[config.mk]
export PLATFORM = sky130hd
export DESIGN_NAME = funcn_sweep_ctrl
export DESIGN_NICKNAME = d
export VERILOG_FILES = /design/src/rtl/funcn_sweep_pkg.sv /design/src/rtl/funcn_settle_cnt.sv /design/src/rtl/funcn_sweep_ctrl.sv
export SDC_FILE = /design/constraint.sdc
export NUM_CORES = 1
export LEC_CHECK = 0
export ABC_AREA = 1
export CORE_MARGIN = 5
export CORE_UTILIZATION = 50
export DETAILED_ROUTE_END_ITERATION = 7
export PLACE_DENSITY = 0.84
export SYNTH_ARGS = -nofsm -noshare
export SYNTH_HDL_FRONTEND = slang
export SYNTH_HIERARCHICAL = 1
export SYNTH_SLANG_ARGS = --single-unit
[constraint.sdc]
create_clock -name clk -period 4.8 [get_ports clk]
set_input_delay 0.48 -clock clk [delete_from_list [all_inputs] [get_ports clk]]
set_output_delay 0.48 -clock clk [all_outputs]
set_load 0.03 [all_outputs]
[src/rtl/funcn_sweep_pkg.sv]
// funcn_sweep_pkg
//   Shared definitions for the function-block sweep sequencer:
//   - FSM state encodings (IDLE, SETTLE, SAMPLE, DONE)
//   - default function input width
//   Imported by funcn_sweep_ctrl and funcn_settle_cnt.
package funcn_sweep_pkg;

  localparam int N_DEFAULT = 4;

  localparam logic [1:0] ST_IDLE   = 2'd0;
  localparam logic [1:0] ST_SETTLE = 2'd1;
  localparam logic [1:0] ST_SAMPLE = 2'd2;
  localparam logic [1:0] ST_DONE   = 2'd3;

endpackage

[src/rtl/funcn_settle_cnt.sv]
// funcn_settle_cnt
//   Loadable down-counter used to time the settle interval.
//   A load takes priority. Otherwise the count decrements until it reaches
//   zero and then rests there.
// Ports:
//   clk    in  rising-edge clock
//   rst_n  in  asynchronous active-low reset
//   load   in  load value into the counter
//   value  in  W-bit load value
//   zero   out counter is zero
module funcn_settle_cnt
  import funcn_sweep_pkg::*;
#(
  parameter int W = 1
) (
  input  logic         clk,
  input  logic         rst_n,
  input  logic         load,
  input  logic [W-1:0] value,
  output logic         zero
);

  logic [W-1:0] cnt;

  always_ff @(posedge clk or negedge rst_n) begin
    if (!rst_n) begin
      cnt <= '0;
    end else if (load) begin
      cnt <= value;
    end else if (cnt != '0) begin
      cnt <= cnt - W'(1);
    end
  end

  assign zero = (cnt == '0);

endmodule

[src/rtl/funcn_sweep_ctrl.sv]
// funcn_sweep_ctrl
//   Hardware sweep of a combinational function block. The block walks fn_in
//   through 0..2^N-1. It holds each code for SETTLE cycles and then samples
//   fn_out into table_out. Each sample is compared with the expected table.
//   A mismatch count and a pass flag summarise the sweep.
//   Optional build macro: FUNCN_SWEEP_EARLY_STOP_EN. When it is defined, the
//   first mismatching sample ends the sweep.
// Ports:
//   clk, rst_n    clock, asynchronous active-low reset
//   start         sweep request, only honoured in IDLE
//   expected      2^N-bit expected truth table, bit i = f(i)
//   fn_in         N-bit registered drive into the function block
//   fn_out        function block output
//   busy          high in SETTLE and SAMPLE
//   done          one-cycle pulse while in DONE
//   table_out     captured truth table
//   mismatch_cnt  N+1-bit count of mismatching entries
//   pass          mismatch_cnt==0, valid from done until the next start
//   state_dbg     current FSM state (encodings in funcn_sweep_pkg)
// Handshake: start is a level-sampled request in IDLE. There is no
//   backpressure. Requests arriving in any other state are dropped.
module funcn_sweep_ctrl
  import funcn_sweep_pkg::*;
#(
  parameter int N      = N_DEFAULT,
  parameter int SETTLE = 1
) (
  input  logic                clk,
  input  logic                rst_n,
  input  logic                start,
  input  logic [(1<<N)-1:0]   expected,
  output logic [N-1:0]        fn_in,
  input  logic                fn_out,
  output logic                busy,
  output logic                done,
  output logic [(1<<N)-1:0]   table_out,
  output logic [N:0]          mismatch_cnt,
  output logic                pass,
  output logic [1:0]          state_dbg
);

  localparam int TBL = 1 << N;
  localparam int CW  = $clog2(SETTLE) + 1;

  logic [1:0] state;
  logic       settle_zero;
  logic       cnt_load;
  logic       sample_miss;
  logic       last_idx;
  logic       stop_now;
  logic       finish;
  logic [N:0] cnt_next;

  assign sample_miss = (fn_out != expected[fn_in]);
  assign last_idx    = (fn_in == N'(TBL - 1));
  assign cnt_next    = mismatch_cnt + (N+1)'(sample_miss);

`ifdef FUNCN_SWEEP_EARLY_STOP_EN
  assign stop_now = sample_miss;
`else
  assign stop_now = 1'b0;
`endif

  assign finish = last_idx || stop_now;

  // The counter is reloaded when a sweep is accepted and on every advance to
  // the next code. The counter then reaches zero on the last SETTLE cycle.
  assign cnt_load = ((state == ST_IDLE) && start) ||
                    ((state == ST_SAMPLE) && !finish);

  funcn_settle_cnt #(.W(CW)) u_settle_cnt (
    .clk   (clk),
    .rst_n (rst_n),
    .load  (cnt_load),
    .value (CW'(SETTLE - 1)),
    .zero  (settle_zero)
  );

  always_ff @(posedge clk or negedge rst_n) begin
    if (!rst_n) begin
      state        <= ST_IDLE;
      fn_in        <= '0;
      busy         <= 1'b0;
      done         <= 1'b0;
      table_out    <= '0;
      mismatch_cnt <= '0;
      pass         <= 1'b0;
    end else begin
      done <= 1'b0;
      case (state)
        ST_IDLE: begin
          if (start) begin
            state        <= ST_SETTLE;
            fn_in        <= '0;
            busy         <= 1'b1;
            table_out    <= '0;
            mismatch_cnt <= '0;
            pass         <= 1'b0;
          end
        end
        ST_SETTLE: begin
          if (settle_zero) state <= ST_SAMPLE;
        end
        ST_SAMPLE: begin
          table_out[fn_in] <= fn_out;
          mismatch_cnt     <= cnt_next;
          if (finish) begin
            // done and pass are registered here so that both are visible
            // during the single DONE cycle.
            state <= ST_DONE;
            busy  <= 1'b0;
            done  <= 1'b1;
            pass  <= (cnt_next == '0);
          end else begin
            fn_in <= fn_in + N'(1);
            state <= ST_SETTLE;
          end
        end
        default: begin
          state <= ST_IDLE;
        end
      endcase
    end
  end

  assign state_dbg = state;

endmodule

==> results of run 1 <==
[flip-flops by register name, summed over array words and instances (netlist names)]
| signal | flops |
|---|---|
| fn_in | 4 |
| u_settle_cnt/cnt | 1 |
| pass | 1 |
| busy | 1 |
| table_out | 16 |
| done | 1 |
| state_dbg | 2 |
| mismatch_cnt | 5 |
[synthesized netlist by cell type, drive strengths merged]
cell type and count:
dfrtp 31, a21oi 24, xor2 3, nor2 21, conb 1, o21ai 11, ha 6, nand2 52
buf 5, inv 30, nor3 7, a22o 3, nand3 19, clkinv 1, nand4 1, clkbuf 1
[final timing paths]
check / start / to / slack [ns]
min in group asynchronous: rst_n / mismatch_cnt[1]$_DFFE_PN0P_ / 0.54
hold reg to reg: busy$_DFFE_PN0P_ / busy$_DFFE_PN0P_ / 0.48
max in group asynchronous: rst_n / fn_in[2]$_DFFE_PN0P_ / 3.96
setup reg to reg: fn_in[0]$_DFFE_PN0P_ / pass$_DFFE_PN0P_ / 2.23
setup / recovery: fn_in[0]$_DFFE_PN0P_ / pass$_DFFE_PN0P_ / 2.23
hold / removal: busy$_DFFE_PN0P_ / busy$_DFFE_PN0P_ / 0.48
[final cells by class]
cell class | count | area [sq um] | area share
Clock inverter | 1 | 5.00 | 0.00222
Tap cell | 46 | 57.6 | 0.0256
Multi-Input combinational cell | 148 | 747 | 0.332
Sequential cell | 31 | 776 | 0.344
Inverter | 31 | 118 | 0.0522
Timing Repair Buffer | 50 | 498 | 0.221
Clock buffer | 6 | 51.3 | 0.0228
[critical path: cells and delay by family, from the launching register on]
family	cells	cell delay, ns
XOR/XNOR	1	0.18
flip-flops	1	0.65
buffers and inverters	1	0.28
AND/OR/NAND/NOR	10	0.86
adder cells (fa/ha/maj)	2	0.41
AO/OA/AOI/OAI	1	0.12
[per-layer routing]
metal,vias up,global-route usage,share of wire
li1,790,-,-
met1,711,0.225,0.42
met2,44,0.338,0.51
met3,7,0.0509,0.054
met4,0,0.0571,0.013
met5,-,0,0
[power by group through the flow]
stage	clock [mW]	combinational, mW	sequential, mW
after global routing	0.173	0.495	0.364
final	0.154	0.444	0.355
after detailed placement	0	0.444	0.360
after floorplan	0	0.242	0.426
after global placement	0	0.438	0.358
after CTS	0.157	0.446	0.355
[kinds of logic after synthesis]
| kind of cell | after synthesis | share of synthesized area |
|---|---|---|
| fa+ha+maj | 6 | 0.0445 |
| xor+xnor | 3 | 0.0156 |
| flops | 31 | 0.460 |
| other cells | 1 | 0.00222 |
| buf+inv | 37 | 0.0978 |
| compound gates | 38 | 0.119 |
| simple gates | 100 | 0.261 |
[per-stage QoR]
| stage | util | setup slack (ns) |
|---|---|---|
| after CTS | 0.680 | 2.25 |
| after floorplan | - | 2.49 |
| after global placement | 0.663 | 2.32 |
| after detailed placement | 0.663 | 2.25 |
| final | 0.680 | 2.23 |
| after global routing | 0.680 | 2.02 |
==> results.py, run 1 <==
metrics = {
    "logic_synthesis": {
        "yosysSeqAreaShare": 0.460,
        "ys_seq_elements": 31,
        "synth_top_area_frac": 0.460,
        "synth_nets": 242,
        "avgSynthCellArea_sq_um": 7.81,
        "synth-warning-count": 6,
        "syn_inst": 216,
        "yosysUniqueCellTypes": 24,
        "yosysTopAreaCell": "dfrtp_1",
        "synthTopCellsByArea": "dfrtp_1 46%, nand2_1 11%, a21oi_1 7.1%",
        "synth.cell_area_sq_um": 1690,
    },
    "finish": {
        "drive_gt1_frac": 0.0749,
        "final_nets": 293,
        "syn2layout_area_growth_pct": 33.4,
        "final_area_sq_um": 2250,
        "layout_common_cells": "49 x nand2_1, 49 x clkdlybuf4s50_1, 31 x dfrtp_1, 26 x inv_1, 24 x a21oi_1",
        "diodes": 0,
        "final_cells": 313,
        "nFillCells": 285,
    },
    "setup_path": {
        "crit_fanout": 13,
        "critPathKind": "flip-flop to flip-flop",
        "cpMaxStageDelayCell": "dfrtp_1",
        "crit_path_frequent_cell": "nand2_1",
        "slowest_delay_ns": 0.65,
        "crit_required_ns": 5.06,
        "crit_arrival_ns": 2.84,
        "crit_path_cell_trace": "clkinv_2 > nand2_1 > nand3_1 > nand2_1 > nand2_1 > nand2_1 > nor2_1 > nor2_1 > nor2_1 > ha_1 > ha_1 > xor2_1 > nor3_1 > nand4_1 > o21ai_1",
        "reg2reg_depth": 15,
        "crit_path_end_kind": "flip-flop",
        "start_kind": "flip-flop",
    },
    "floorplanning": {
        "start_util": 0.510,
        "die_h_um": 68.1,
        "die_width_um": 68.1,
        "io_pins": 50,
        "num_rows": 21,
        "dieArea_sq_um": 4640,
        "core_area_sq_um": 3310,
    },
    "grt": {
        "grtUsageTotal": 0.191,
        "gr-total-overflow": 0,
        "grt_max_degree": 32,
        "grt_pass1_vias": 1563,
        "grt_antenna_before_repair": 0,
        "grt_pass1_wl_mm": 6.65,
    },
    "clock_tree": {
        "htree_levels": 2,
        "cts_buffer_depth": 2,
        "cts_buffers": 5,
        "cts_hold_buffers": 0,
        "cts.sinks": 31,
        "clk_pin_slew_ns": 0.10,
        "post_cts_resized": 0,
        "cts_setup_buffers": 0,
        "clock-root-buffer": "clkbuf_4",
        "tritoncts": "yes",
        "insertion_delay_ns": 0.33,
    },
    "worst_hold_path": {
        "min_path_cells": 2,
        "hold_path_class": "flip-flop to flip-flop",
    },
    "sta": {
        "fin_tns_setup_ns": 0,
        "worstMarginPinSlew_ns": 0.510,
        "period_minus_slack_ns": 2.57,
        "setup_viol": 0,
        "holdWs_ns": 0.482,
        "grt_setup_unrepaired": "false",
        "final_max_slew_viol_count": 0,
        "post-route-period-util": 0.536,
        "slew_headroom": 0.659,
        "finalClockSkew_ns": 0.00872,
        "hold_viol": 0,
        "fmax_mhz": 389,
    },
    "placed_design": {
        "dp.cells": 306,
        "portBuffers": 49,
        "gp_congestion": 0.857,
        "dp_hpwl_mm": 2.85,
        "place_area_sq_um": 2200,
    },
    "drt": {
        "drtAntennaViolNets": 0,
        "drt_iter0_drc": 114,
        "vias_per_cell": 4.96,
        "wire_per_inst_um": 12.3,
        "vias": 1552,
        "drc": 0,
        "drt_wl_total_mm": 3.86,
        "firstDrtPassIters": 4,
    },
    "pwr": {
        "power_frac_seq": 0.373,
        "switching_share": 0.433,
        "p_clk_frac": 0.161,
        "leakage_nw": 1.11,
        "powerDensity_nw_per_um2": 423,
        "switchingPower_mw": 0.413,
        "power_mw": 0.953,
        "worst_ir_drop_vdd_uv": 208,
        "combPwrFrac": 0.466,
        "internal-power_mw": 0.540,
    },
    "job": {
        "cap_violations": 0,
    },
    "status": {
        "status": "complete, no violations",
    },
}
(Power assumes the default switching activity.)
==> run 2: changes to the inputs <==
Settings changed: CORE_UTILIZATION 50 to 47, PLACE_DENSITY 0.84 to 0.8.
Clock period 4.8 ns to 2.7 ns, I/O delays scaled along.
==> run 2 against run 1 <==
  * Critical path depth stayed put
  * Cell count up 1.3%
  * Non-clock buffer count grew 3
  * Hold slack got worse by 0.17 ns
  * Global-route usage is 2.0 points lower
  * Flip-flop and latch count stayed put
  * Via count down 0.26%
  * Register-to-register slack got worse by 1.9 ns
  * Die area grew 5.4%
  * Combinational power grew 87%
  * Total power increased by 91%
  * Critical path type unchanged
  * Largest cell class unchanged
==> results.py, run 2 (same netlist as run 1, synthesis figures left out) <==
metrics = {
    "setup_path": {
        "critPathKind": "flip-flop to flip-flop",
        "crit_fanout": 12,
        "start_kind": "flip-flop",
        "crit_required_ns": 2.98,
        "crit_arrival_ns": 2.61,
        "crit_path_end_kind": "flip-flop",
    },
    "status": {
        "status": "complete, no violations",
    },
    "floorplanning": {
        "start_util": 0.494,
        "die_width_um": 69.9,
        "core_area_sq_um": 3420,
        "io_pins": 50,
        "dieArea_sq_um": 4890,
        "die_h_um": 69.9,
        "num_rows": 21,
    },
    "grt": {
        "gr-total-overflow": 0,
        "grt_pass1_vias": 1487,
        "grtUsageTotal": 0.171,
        "grt_pass1_wl_mm": 6.70,
        "grt_antenna_before_repair": 0,
        "grt_max_degree": 32,
    },
    "finish": {
        "drive_gt1_frac": 0.0886,
        "top_register": "table_out",
        "final_cells": 317,
        "diodes": 0,
        "final_area_sq_um": 2300,
        "syn2layout_area_growth_pct": 36.5,
        "largest_reg_flops": 16,
        "utilization": 0.675,
        "final_nets": 296,
        "layout_common_cells": "49 x nand2_1, 49 x clkdlybuf4s50_1, 31 x dfrtp_1, 26 x inv_1, 24 x a21oi_1",
        "top_regs": "table_out x16, mismatch_cnt x5, fn_in x4",
    },
    "placed_design": {
        "portBuffers": 49,
        "dp.cells": 309,
        "place_area_sq_um": 2220,
        "dp_hpwl_mm": 2.94,
        "gp_congestion": 0.813,
    },
    "clock_tree": {
        "post_cts_resized": 0,
        "clock-root-buffer": "clkbuf_4",
        "tritoncts": "yes",
        "htree_levels": 2,
        "cts_hold_buffers": 0,
        "cts_buffers": 5,
        "cts_buffer_depth": 2,
        "cts_setup_buffers": 0,
        "cts.sinks": 31,
        "clk_pin_slew_ns": 0.10,
        "insertion_delay_ns": 0.34,
    },
    "sta": {
        "holdWs_ns": 0.316,
        "final_max_slew_viol_count": 0,
        "post-route-period-util": 0.865,
        "grt_setup_unrepaired": "false",
        "fmax_mhz": 428,
        "finalClockSkew_ns": 0.00721,
        "setup_viol": 0,
        "fin_tns_setup_ns": 0,
        "period_minus_slack_ns": 2.34,
        "hold_viol": 0,
    },
    "drt": {
        "drt_wl_total_mm": 3.94,
        "firstDrtPassIters": 4,
        "wire_per_inst_um": 12.4,
        "vias_per_cell": 4.88,
        "drtAntennaViolNets": 0,
        "drc": 0,
        "vias": 1548,
        "drt_iter0_drc": 88,
    },
    "pwr": {
        "powerDensity_nw_per_um2": 790,
        "leakage_nw": 1.14,
        "worst_ir_drop_vdd_uv": 449,
    },
    "job": {
        "cap_violations": 0,
    },
    "worst_hold_path": {
        "hold_path_class": "input pin to asynchronous set/reset pin",
    },
}
-- run 2: changes by cell type in the layout (fill, tap and decap cells not counted) --
cell	previous run	this run
buf_4	1	4
bufinv_16	0	1
-- run 2: final timing paths --
kind / from / to / slack, ns / cells past startpoint
max: fn_in[0]$_DFFE_PN0P_ / pass$_DFFE_PN0P_ / 0.36 / 15
min: rst_n / mismatch_cnt[2]$_DFFE_PN0P_ / 0.32 / 2
max reg2reg: fn_in[0]$_DFFE_PN0P_ / pass$_DFFE_PN0P_ / 0.36 / 15
min reg2reg: busy$_DFFE_PN0P_ / busy$_DFFE_PN0P_ / 0.48 / 2
max in group asynchronous: rst_n / fn_in[2]$_DFFE_PN0P_ / 2.09 / 2
min in group clk: busy$_DFFE_PN0P_ / busy$_DFFE_PN0P_ / 0.48 / 2
-- run 2: per-stage QoR --
stage          total power [mW]  setup slack [ns]
2_1_floorplan              1.19             0.390
3_3_place_gp               1.44             0.440
3_5_place_dp               1.45             0.326
4_1_cts                    1.83             0.385
5_1_grt                    1.95             0.171
6_report                   1.82             0.365
-- run 2: cell type report --
cell class	instances	area (sq um)
fill	295	1110
tap	46	57.6
timing repair buffer	53	520
sequential	31	776
clock buffer	6	51.3
multi-input combinational	148	747
inverter	31	118
clock inverter	2	35.0
-- run 2: critical path, cell delays in order (launching register included) --
cell	delay [ns]
dfrtp_1	0.46
clkinv_2	0.20
nand2_1	0.10
nand3_1	0.06
nand2_1	0.08
nand2_1	0.05
nand2_1	0.09
nor2_1	0.05
nor2_1	0.08
nor2_1	0.05
ha_1	0.19
ha_1	0.20
xor2_1	0.18
nor3_1	0.21
nand4_1	0.13
o21ai_1	0.14
-- run 2: report_power, final --
group	leakage [nW]	switching, mW	internal, mW	total [mW]
combinational	0.668	0.519	0.311	0.830
clock	0.0482	0.167	0.219	0.386
sequential	0.419	0.0641	0.542	0.606
total	1.14	0.750	1.07	1.82
-- run 2: routing by layer --
layer  global-route usage  wire length, um
met5                    0                0
met4               0.0809               61
met3               0.0430              217
met2                0.269             1900
met1                0.220             1760
==> run 3: changes to the inputs <==
Settings changed: CTS_CLUSTER_SIZE from default to 10, SETUP_SLACK_MARGIN from default to 0.2.
==> run 3 against run 2 <==
  * Register-to-register slack improved by 0.03 ns
  * Design area increased by 0.11%
  * Non-clock buffer count unchanged
  * Sequential power about the same
  * Combinational power about the same
  * Global-route usage unchanged
  * Total power increased by 0.34%
  * Critical path type unchanged
==> results.py, run 3 (same netlist as run 1, synthesis figures left out) <==
metrics = {
    "clock_tree": {
        "htree_levels": 2,
        "cts_buffer_depth": 2,
        "clock-root-buffer": "clkbuf_4",
        "cts.sinks": 31,
        "tritoncts": "yes",
        "cts_buffers": 5,
        "cts_setup_buffers": 0,
        "post_cts_resized": 0,
        "clk_pin_slew_ns": 0.10,
        "cts_hold_buffers": 0,
        "insertion_delay_ns": 0.34,
    },
    "drt": {
        "vias": 1548,
        "wire_per_inst_um": 12.5,
        "drt_iter0_drc": 85,
        "vias_per_cell": 4.88,
        "drt_wl_total_mm": 3.97,
        "firstDrtPassIters": 4,
        "drtAntennaViolNets": 0,
        "drc": 0,
    },
    "setup_path": {
        "crit_path_cell_trace": "buf_4 > nand2_1 > nand3_1 > nand2_1 > nand2_1 > nand2_1 > nor2_1 > nor2_1 > nor2_1 > ha_1 > ha_1 > xor2_1 > nor3_1 > nand4_1 > o21ai_1",
        "crit_path_frequent_cell": "nand2_1",
        "crit_fanout": 9,
        "crit_required_ns": 2.97,
        "crit_arrival_ns": 2.58,
        "slowest_delay_ns": 0.47,
        "critPathKind": "flip-flop to flip-flop",
        "cpMaxStageDelayCell": "dfrtp_2",
        "crit_path_end_kind": "flip-flop",
        "start_kind": "flip-flop",
    },
    "floorplanning": {
        "core_area_sq_um": 3420,
        "io_pins": 50,
        "num_rows": 21,
        "dieArea_sq_um": 4890,
        "start_util": 0.494,
        "die_h_um": 69.9,
        "die_width_um": 69.9,
    },
    "placed_design": {
        "gp_congestion": 0.813,
        "portBuffers": 49,
        "dp_hpwl_mm": 2.94,
    },
    "job": {
        "cap_violations": 0,
    },
    "pwr": {
        "combPwrFrac": 0.455,
        "p_clk_frac": 0.211,
        "powerDensity_nw_per_um2": 792,
        "worst_ir_drop_vdd_uv": 449,
        "leakage_nw": 1.13,
        "internal-power_mw": 1.07,
        "switching_share": 0.412,
        "switchingPower_mw": 0.754,
        "power_frac_seq": 0.333,
    },
    "sta": {
        "fin_tns_setup_ns": 0,
        "finalClockSkew_ns": 0.00682,
        "fmax_mhz": 434,
        "hold_viol": 0,
        "period_minus_slack_ns": 2.31,
        "final_max_slew_viol_count": 0,
        "holdWs_ns": 0.316,
        "grt_setup_unrepaired": "false",
        "post-route-period-util": 0.854,
        "setup_viol": 0,
    },
    "finish": {
        "drive_gt1_frac": 0.0923,
        "largest_reg_flops": 16,
        "diodes": 0,
        "final_nets": 296,
        "layout_common_cells": "49 x nand2_1, 49 x clkdlybuf4s50_1, 30 x dfrtp_1, 26 x inv_1, 24 x a21oi_1",
        "top_register": "table_out",
        "syn2layout_area_growth_pct": 36.7,
        "top_regs": "table_out x16, mismatch_cnt x5, fn_in x4",
        "nFillCells": 296,
    },
    "grt": {
        "grt_pass1_vias": 1487,
        "grt_antenna_before_repair": 0,
        "gr-total-overflow": 0,
        "grtUsageTotal": 0.171,
        "grt_max_degree": 32,
        "grt_pass1_wl_mm": 6.70,
    },
    "worst_hold_path": {
        "hold_path_class": "input pin to asynchronous set/reset pin",
    },
    "status": {
        "status": "complete, no violations",
    },
}
run 3: cell types whose count changed in the layout (fill, tap and decap cells not counted):
cell / delta
dfrtp_2: +1
clkinv_2: -1
inv_4: +1
dfrtp_1: -1
run 3: power groups by stage:
stage               clock network (mW)  logic (mW)  registers (mW)
floorplan                            0       0.430           0.758
global placement                     0       0.820           0.615
detailed placement                   0       0.830           0.617
CTS                              0.393       0.835           0.607
global route                     0.409       0.917           0.624
finish                           0.386       0.833           0.609
run 3: stage by stage:
stage	setup WS [ns]	cells	util	power, mW	instance area, sq um
after detailed placement	0.326	309	0.649	1.45	2220
final	0.395	317	0.675	1.83	2310
after floorplan	0.390	216	-	1.19	1690
after global routing	0.260	317	0.675	1.95	2310
after global placement	0.440	309	0.649	1.44	2220
after CTS	0.385	317	0.675	1.83	2300
run 3: final timing paths:
| kind | from | endpoint | slack (ns) | cells after the start |
|---|---|---|---|---|
| max reg2reg | fn_in[0]$_DFFE_PN0P_ | pass$_DFFE_PN0P_ | 0.39 | 15 |
| max in group asynchronous | rst_n | fn_in[0]$_DFFE_PN0P_ | 2.07 | 2 |
| max | fn_in[0]$_DFFE_PN0P_ | pass$_DFFE_PN0P_ | 0.39 | 15 |
| min reg2reg | busy$_DFFE_PN0P_ | busy$_DFFE_PN0P_ | 0.48 | 2 |
| min in group clk | busy$_DFFE_PN0P_ | busy$_DFFE_PN0P_ | 0.48 | 2 |
| min | rst_n | mismatch_cnt[2]$_DFFE_PN0P_ | 0.32 | 2 |
run 3: per-layer routing:
layer | track usage | vias up | part of all wire
li1 | - | 794 | -
met1 | 0.220 | 704 | 0.44
met2 | 0.269 | 43 | 0.48
met3 | 0.0430 | 7 | 0.055
met4 | 0.0809 | 0 | 0.021
met5 | 0 | - | 0
run 3: layout make-up:
type / count / area [sq um] / share of cell area
inverters: 31 / 119 / 0.0515
well taps: 46 / 57.6 / 0.0249
clock buffers: 6 / 51.3 / 0.0222
clock inverters: 2 / 35.0 / 0.0152
repair buffers: 53 / 520 / 0.226
flip-flops and latches: 31 / 777 / 0.337
multi-input cells: 148 / 747 / 0.324
run 3: critical path, delay by kind of cell (launching register included):
kind | cells | cell delay, ns
AO/OA/AOI/OAI | 1 | 0.14
XOR/XNOR | 1 | 0.18
flip-flops | 1 | 0.47
adder cells (fa/ha/maj) | 2 | 0.39
buffers and inverters | 1 | 0.18
AND/OR/NAND/NOR | 10 | 0.87
